==> src/rtl/ext_int_ctrl.sv <==
// ext_int_ctrl: initiator side of the external-interrupt request interface.
// Peripheral IRQ lines are synchronised, latched as pending, and arbitrated
// with fixed priority (lowest index wins). The winner is presented to the
// interrupt core on int_sign_external/int_num_external. The core's accept
// (la_ta_ask) and handler-entry (intering) signals are then tracked, and the
// source is retired only after the vector has been fetched.
//
// Optional build macro EXT_INT_CTRL_PREEMPT_EN: while a request waits for
// acceptance, a newly eligible higher-priority source replaces the granted one
// without dropping int_sign_external.
module ext_int_ctrl #(
  parameter int         N_SRC       = 8,
  parameter logic [7:0] NUM_BASE    = 8'h20,
  parameter int         SYNC_STAGES = 2
) (
  input  logic             clk,
  input  logic             rst_n,
  input  logic [N_SRC-1:0] irq_in,
  input  logic [N_SRC-1:0] edge_sel,
  input  logic [N_SRC-1:0] int_mask,
  input  logic             la_ta_ask,
  input  logic             intering,
  output logic             int_sign_external,
  output logic [7:0]       int_num_external,
  output logic [N_SRC-1:0] pending,
  output logic [N_SRC-1:0] in_service
);

  localparam int GW = (N_SRC > 1) ? $clog2(N_SRC) : 1;

  typedef enum logic [1:0] {
    S_IDLE,
    S_REQ,
    S_ACCEPTED,
    S_GAP
  } state_e;

  state_e           state_q, state_d;
  logic [GW-1:0]    grant_q, grant_d;
  logic [7:0]       num_q, num_d;

  logic [N_SRC-1:0] sync_q [SYNC_STAGES];
  logic [N_SRC-1:0] dly_q;
  logic [N_SRC-1:0] pend_q, pend_d;

  logic [N_SRC-1:0] irq_sync;
  logic [N_SRC-1:0] rise;
  logic [N_SRC-1:0] eligible;
  logic [N_SRC-1:0] grant_oh;
  logic [N_SRC-1:0] retire_clr;
  logic             retire;
  logic             win_vld;
  logic [GW-1:0]    win_idx;

  // Synchroniser chain on the raw lines plus one delayed copy for edge detect.
  always_ff @(posedge clk or negedge rst_n) begin
    if (!rst_n) begin
      // NOTE: this array is a handful of flops, not a RAM, so it is reset;
      // a stale 1 left in the chain would otherwise fake a rising edge.
      for (int s = 0; s < SYNC_STAGES; s++) begin
        sync_q[s] <= '0;
      end
      dly_q <= '0;
    end else begin
      // NOTE: non-blocking assignments let every stage sample the previous
      // stage's old value, which is what makes this a shift chain.
      sync_q[0] <= irq_in;
      for (int s = 1; s < SYNC_STAGES; s++) begin
        sync_q[s] <= sync_q[s-1];
      end
      dly_q <= sync_q[SYNC_STAGES-1];
    end
  end

  assign irq_sync = sync_q[SYNC_STAGES-1];
  assign rise     = irq_sync & ~dly_q;
  assign eligible = pend_q & ~int_mask;

  // Fixed-priority encoder: scanning downwards leaves the lowest set index.
  always_comb begin
    // NOTE: defaults first so no path through the loop leaves a latch.
    win_vld = 1'b0;
    win_idx = '0;
    for (int i = N_SRC - 1; i >= 0; i--) begin
      if (eligible[i]) begin
        win_vld = 1'b1;
        win_idx = GW'(i);
      end
    end
  end

  // One-hot decode of the current grant.
  always_comb begin
    grant_oh = '0;
    for (int i = 0; i < N_SRC; i++) begin
      grant_oh[i] = (grant_q == GW'(i));
    end
  end

  // Retirement clears only an edge-triggered granted source; a fresh edge on
  // the same source in the same cycle re-sets it (set wins over clear).
  assign retire     = (state_q == S_ACCEPTED) && intering;
  assign retire_clr = retire ? (grant_oh & edge_sel) : '0;
  assign pend_d     = (edge_sel & ((pend_q & ~retire_clr) | rise)) |
                      (~edge_sel & irq_sync);

  // Pending register: latched edges, or the registered synchronised level.
  always_ff @(posedge clk or negedge rst_n) begin
    if (!rst_n) begin
      pend_q <= '0;
    end else begin
      pend_q <= pend_d;
    end
  end

  // Handshake state, grant and interrupt number registers.
  always_ff @(posedge clk or negedge rst_n) begin
    if (!rst_n) begin
      state_q <= S_IDLE;
      grant_q <= '0;
      num_q   <= '0;
    end else begin
      state_q <= state_d;
      grant_q <= grant_d;
      num_q   <= num_d;
    end
  end

  // Next-state logic for the request/accept/service/gap handshake.
  always_comb begin
    state_d = state_q;
    grant_d = grant_q;
    num_d   = num_q;
    unique case (state_q)
      S_IDLE: begin
        if (win_vld) begin
          grant_d = win_idx;
          num_d   = NUM_BASE + 8'(win_idx);
          state_d = S_REQ;
        end
      end
      S_REQ: begin
        // Once raised the request is committed: masking or a level drop of
        // the granted source does not withdraw it.
        if (la_ta_ask) begin
          state_d = S_ACCEPTED;
        end
`ifdef EXT_INT_CTRL_PREEMPT_EN
        else if (win_vld && (win_idx < grant_q)) begin
          grant_d = win_idx;
          num_d   = NUM_BASE + 8'(win_idx);
        end
`endif
      end
      S_ACCEPTED: begin
        if (intering) begin
          state_d = S_GAP;
        end
      end
      S_GAP: begin
        // One idle cycle so the core sees the request low before a re-request.
        state_d = S_IDLE;
      end
      default: begin
        state_d = S_IDLE;
      end
    endcase
  end

  assign int_sign_external = (state_q == S_REQ);
  assign int_num_external  = num_q;
  assign in_service        = (state_q == S_ACCEPTED) ? grant_oh : '0;
  assign pending           = pend_q;

endmodule

==> config.mk <==
export PLATFORM = sky130hd
export DESIGN_NAME = ext_int_ctrl
export DESIGN_NICKNAME = d
export VERILOG_FILES = /design/src/rtl/ext_int_ctrl.sv
export SDC_FILE = /design/constraint.sdc
export NUM_CORES = 1
export LEC_CHECK = 0
export BUFFER_PORTS_ARGS = -buffer_cell sky130_fd_sc_hd__clkbuf_2
export CORE_MARGIN = 2
export CORE_UTILIZATION = 44
export DETAILED_ROUTE_END_ITERATION = 10
export GPL_TIMING_DRIVEN = 0
export PLACE_DENSITY = 0.73
export SYNTH_ARGS = -nofsm -noshare
export SYNTH_HDL_FRONTEND = slang
export SYNTH_SLANG_ARGS = --single-unit
==> constraint.sdc <==
create_clock -name clk -period 1.5 [get_ports clk]
set_clock_uncertainty 0.15 [all_clocks]
set_input_delay 0.3 -clock clk [delete_from_list [all_inputs] [get_ports clk]]
set_output_delay 0.3 -clock clk [all_outputs]
set_load 0.05 [all_outputs]
# Word-level counts from Yosys, hierarchy flattened
# Cells that the tools add are included.
# classes
add_sub_neg	1
n_mul	0
div	0
n_lt_le_gt_ge	0
eq_ne	13
shift	0
n_mux	22
bitwise_logic	12
reduce_logical	5
# op_table
operator	n
bitwise AND 8 bit	6
NOT 8 bit	4
2-to-1 mux 3 bit	8
2-to-1 mux 8 bit	2
OR 8 bit	2
== test 3 bit, second input constant	4
2-to-1 mux 1 bit	8
case mux 2 bit (4 select lines)	1
adder 6 x 3 -> 7 bit, first input constant	1
== test 3 x 2 -> 1 bit, second input constant	2
2-to-1 mux 2 bit	3
!= test 2 bit, second input constant	3
== test 2 bit, second input constant	2
== test 3 x 1 -> 1 bit, second input constant	1
zero test 3 bit	1
AND reduction 3 bit	1
== test 2 x 1 -> 1 bit, second input constant	1
zero test 2 bit	1
AND reduction 2 bit	1
logical AND 1 bit	1
# totals
ff_bits	45
latch_bits	0
mem_bits_rw	0
romBits	0
inputBits	28
mem_count	0

# Depth between registers and ports, before layout
# depth
ltp_word	12
mapped_depth	6

# Worst setup path before layout
# No wires, ideal clock.
# synth_timing
path_type	reg2out
startpoint	register grant_q[1]
endpoint	output in_service[0]
arrival_time_ps	1925
t_required_ps	1050
setup_slack_ps	-875
stages_incl_launch_ff	3
cell_sequence	dfrtp_1 -> clkbuf_1 -> nor3_1
# synth_via
elab_chain_cells	2
# synth_rtl
item	line_no	text
from (decl)	39	logic [GW-1:0] grant_q, grant_d;
from (signal assigned)	124	grant_q <= grant_d;
zero test 3 bit	96	grant_oh[i] = (grant_q == GW'(i));
2-to-1 mux 8 bit	172	assign in_service = (state_q == S_ACCEPTED) ? grant_oh : '0;
to (decl)	26	output logic [N_SRC-1:0] in_service
# No other way between the ends.

# Final worst setup path
# layout_timing
startpoint	register state_q[0]
endpoint	output in_service[0]
# layout_via
elab_chain_cells	2
# layout_rtl
item	line_no	text
from (decl)	38	state_e state_q, state_d;
from (signal assigned)	123	state_q <= state_d;
== test 2 bit	172	
2-to-1 mux 8 bit	172	
# No other way between the ends.

==> qor.txt <==
Status -> finished with violations
Failing checks -> negative setup slack
Io pins -> 53
Site row count -> 21
Final core utilization -> 76.7%
GRT Total Usage -> 20.2%
Cell taking the most area after synthesis -> dfrtp_1
Final nets -> 248
H-tree levels -> 2
CTS tree -> yes
P per Cell Area -> 1680 nW/µm²
Fin crit share -> 129%
Final WL -> 3.74 mm
Setup slack after layout -> -436 ps
Critical path required time -> 1050 ps
Drt pass-1 iters -> 4
Mapped Area -> 1550 µm²
Final hold slack -> 69.9 ps
Core area -> 3360 µm²
Most frequent cell after synthesis -> dfrtp_1
Post-layout minimum cycle time -> 1940 ps
Worst skew pair latency -> 350 ps
Unrepaired setup endpoints after global routing -> true
Post-route cell area -> 2580 µm²
Hold Path Class -> in -> reg
Syn avg cell area -> 11.8 µm²
GRT overflow -> 0
DRC viols -> 0
Initial antenna violation count -> 0
Pre-CTS setup slack -> -308 ps
Worst Tran Pin Value -> 809 ps
Die W -> 63.4 µm
Slew HR -> 46.1%
DP HPWL -> 2.46 mm
Sequential-to-total area share from yosys stat -> 61.2%
Critical path class -> reg -> out
Placed insts -> 229
TNS Setup -> -5940 ps
Final Hold Vio Count -> 0
Crit start category -> register
Crit path arrival time -> 1490 ps
Post-synthesis cell count -> 132
Max cap viols -> 0
Synth cell types -> 29
Pin count of the biggest net entering global routing -> 39
Routed vias/inst -> 4.84
Peak VDD IR -> 0.808 mV
Max Clk Rate -> 517 MHz
Post-synth EDFFs -> 0
Synth Flop Type -> dfrtp_1
Pwr Total -> 4.34 mW
Register bit total from synthesis -> 38
N_diodes -> 0
FF-to-FF setup slack -> -360 ps
Clock slew at reported path FFs -> 100 ps
Root Buffer -> clkbuf_4
CP Max Fanout -> 5
Die height -> 63.4 µm
Initial DRC Count -> 38
Post-DP Area -> 2070 µm²
Die area -> 4020 µm²
Vias -> 1269
IO buf count -> 48
Max-slew violations -> 0
Layout cells sized above 1 -> 57.4%
Synth area leaders -> dfrtp_1, a32o_1, nand2_1, ha_1, nor2_1
Fill count -> 232
CTS sink cnt -> 38
Post-synthesis async set-or-reset flop share -> 100%
GPL Wtd Cong -> 0.808
Area share of the largest cell type after synthesis -> 61.2%
Final setup fails -> 25
P&R area growth vs syn -> 66.0%
DR WL/cell -> 14.3 µm
First-pass GRT wire length -> 6.19 mm
Vias in the first global route -> 1340
Final ANT Viol Nets -> 0
Non-Filler Instances -> 262
Leak -> 1.17 nW
Max clock buf depth -> 2
Synth top cells by count -> dfrtp_1, nand2_1, nor2_1, a32o_1, inv_1
Initial Utilization -> 46.2%
YS warnings -> 0
Crit. End Element -> output pin
Num CTS Buffers -> 5
## timing repair
item,4_1_cts,5_1_grt
buffers inserted,11,7
pin swaps,15,9
gates cloned,0,0
endpoints found under the hold margin,46,0
endpoints found under the setup margin,23,52
hold buffers,9,0
gates resized for setup,44,22
## power breakdown
part	internal [mW]	switching (mW)
sequential	1.17	0.110
clock	0.175	0.313
combinational	1.25	1.33
total	2.59	1.75
## worst max-delay path, stage by stage, from the launching register on
cell and delay [ps]:
dfrtp_1 420, inv_2 90, ha_4 190, nand2b_4 130, nor3_4 150, buf_8 170
## layout make-up
class	instances	area, µm²	share of cell area (%)
buffer	6	75.1	2.91
clock buffer	6	41.3	1.60
multi-input combinational	83	756	29.3
sequential	38	965	37.4
timing repair buffer	74	646	25.0
inverter	8	32.5	1.26
clock inverter	1	7.51	0.291
tap	46	57.6	2.23
## flip-flops by register name, summed over array words and instances, names as in the netlist
name / flops
state_q: 2
grant_q: 2
int_num_external: 2
pending: 8
sync_q: 8
dly_q: 8
irq_sync: 8
## path summary, 6_finish.rpt
path / end / cells past startpoint / from
worst min register to register: irq_sync[2] / 0 / sync_q[10]
max in group asynchronous: pending[1] / 2 / rst_n
min in group asynchronous: sync_q[14] / 2 / rst_n
worst min-delay path: pending[1] / 2 / edge_sel[1]
worst max register to register: pending[2] / 8 / state_q[0]
worst max-delay path: in_service[0] / 5 / state_q[0]
## cells by family (layout without fill, tap and decap cells)
group / Yosys count / count (layout) / synth area share, %
AND/OR/NAND/NOR: 54 / 54 / 18.7
multiplexers: 2 / 2 / 1.69
flip-flops: 38 / 38 / 61.2
adder cells (fa/ha/maj): 4 / 4 / 3.22
other: 1 / 4 / 0.241
buffers and inverters: 14 / 95 / 4.35
AO/OA/AOI/OAI: 19 / 19 / 10.6
## metal layers
| metal | part of all wire (%) | up-vias | track usage [%] | routed length [µm] |
|---|---|---|---|---|
| met5 | 0 | - | 0 | 0 |
| met4 | 2.2 | 0 | 10.9 | 81 |
| met3 | 4.6 | 10 | 4.11 | 172 |
| met2 | 54 | 41 | 35.4 | 2040 |
| met1 | 39 | 604 | 23.1 | 1450 |
| li1 | - | 614 | - | - |
## cell usage in the layout (no fill, tap or decap), drive strengths merged, types with 3 or more instances in the layout
master and n:
a32o 8, nor2 12, conb 4, buf 35
nor3 3, ha 4, nand2b 7, inv 8
dlygate4sd3 9, nand2 17, nor2b 7, dfrtp 38
nand3 4, clkbuf 42
(Power assumes the default switching activity.)
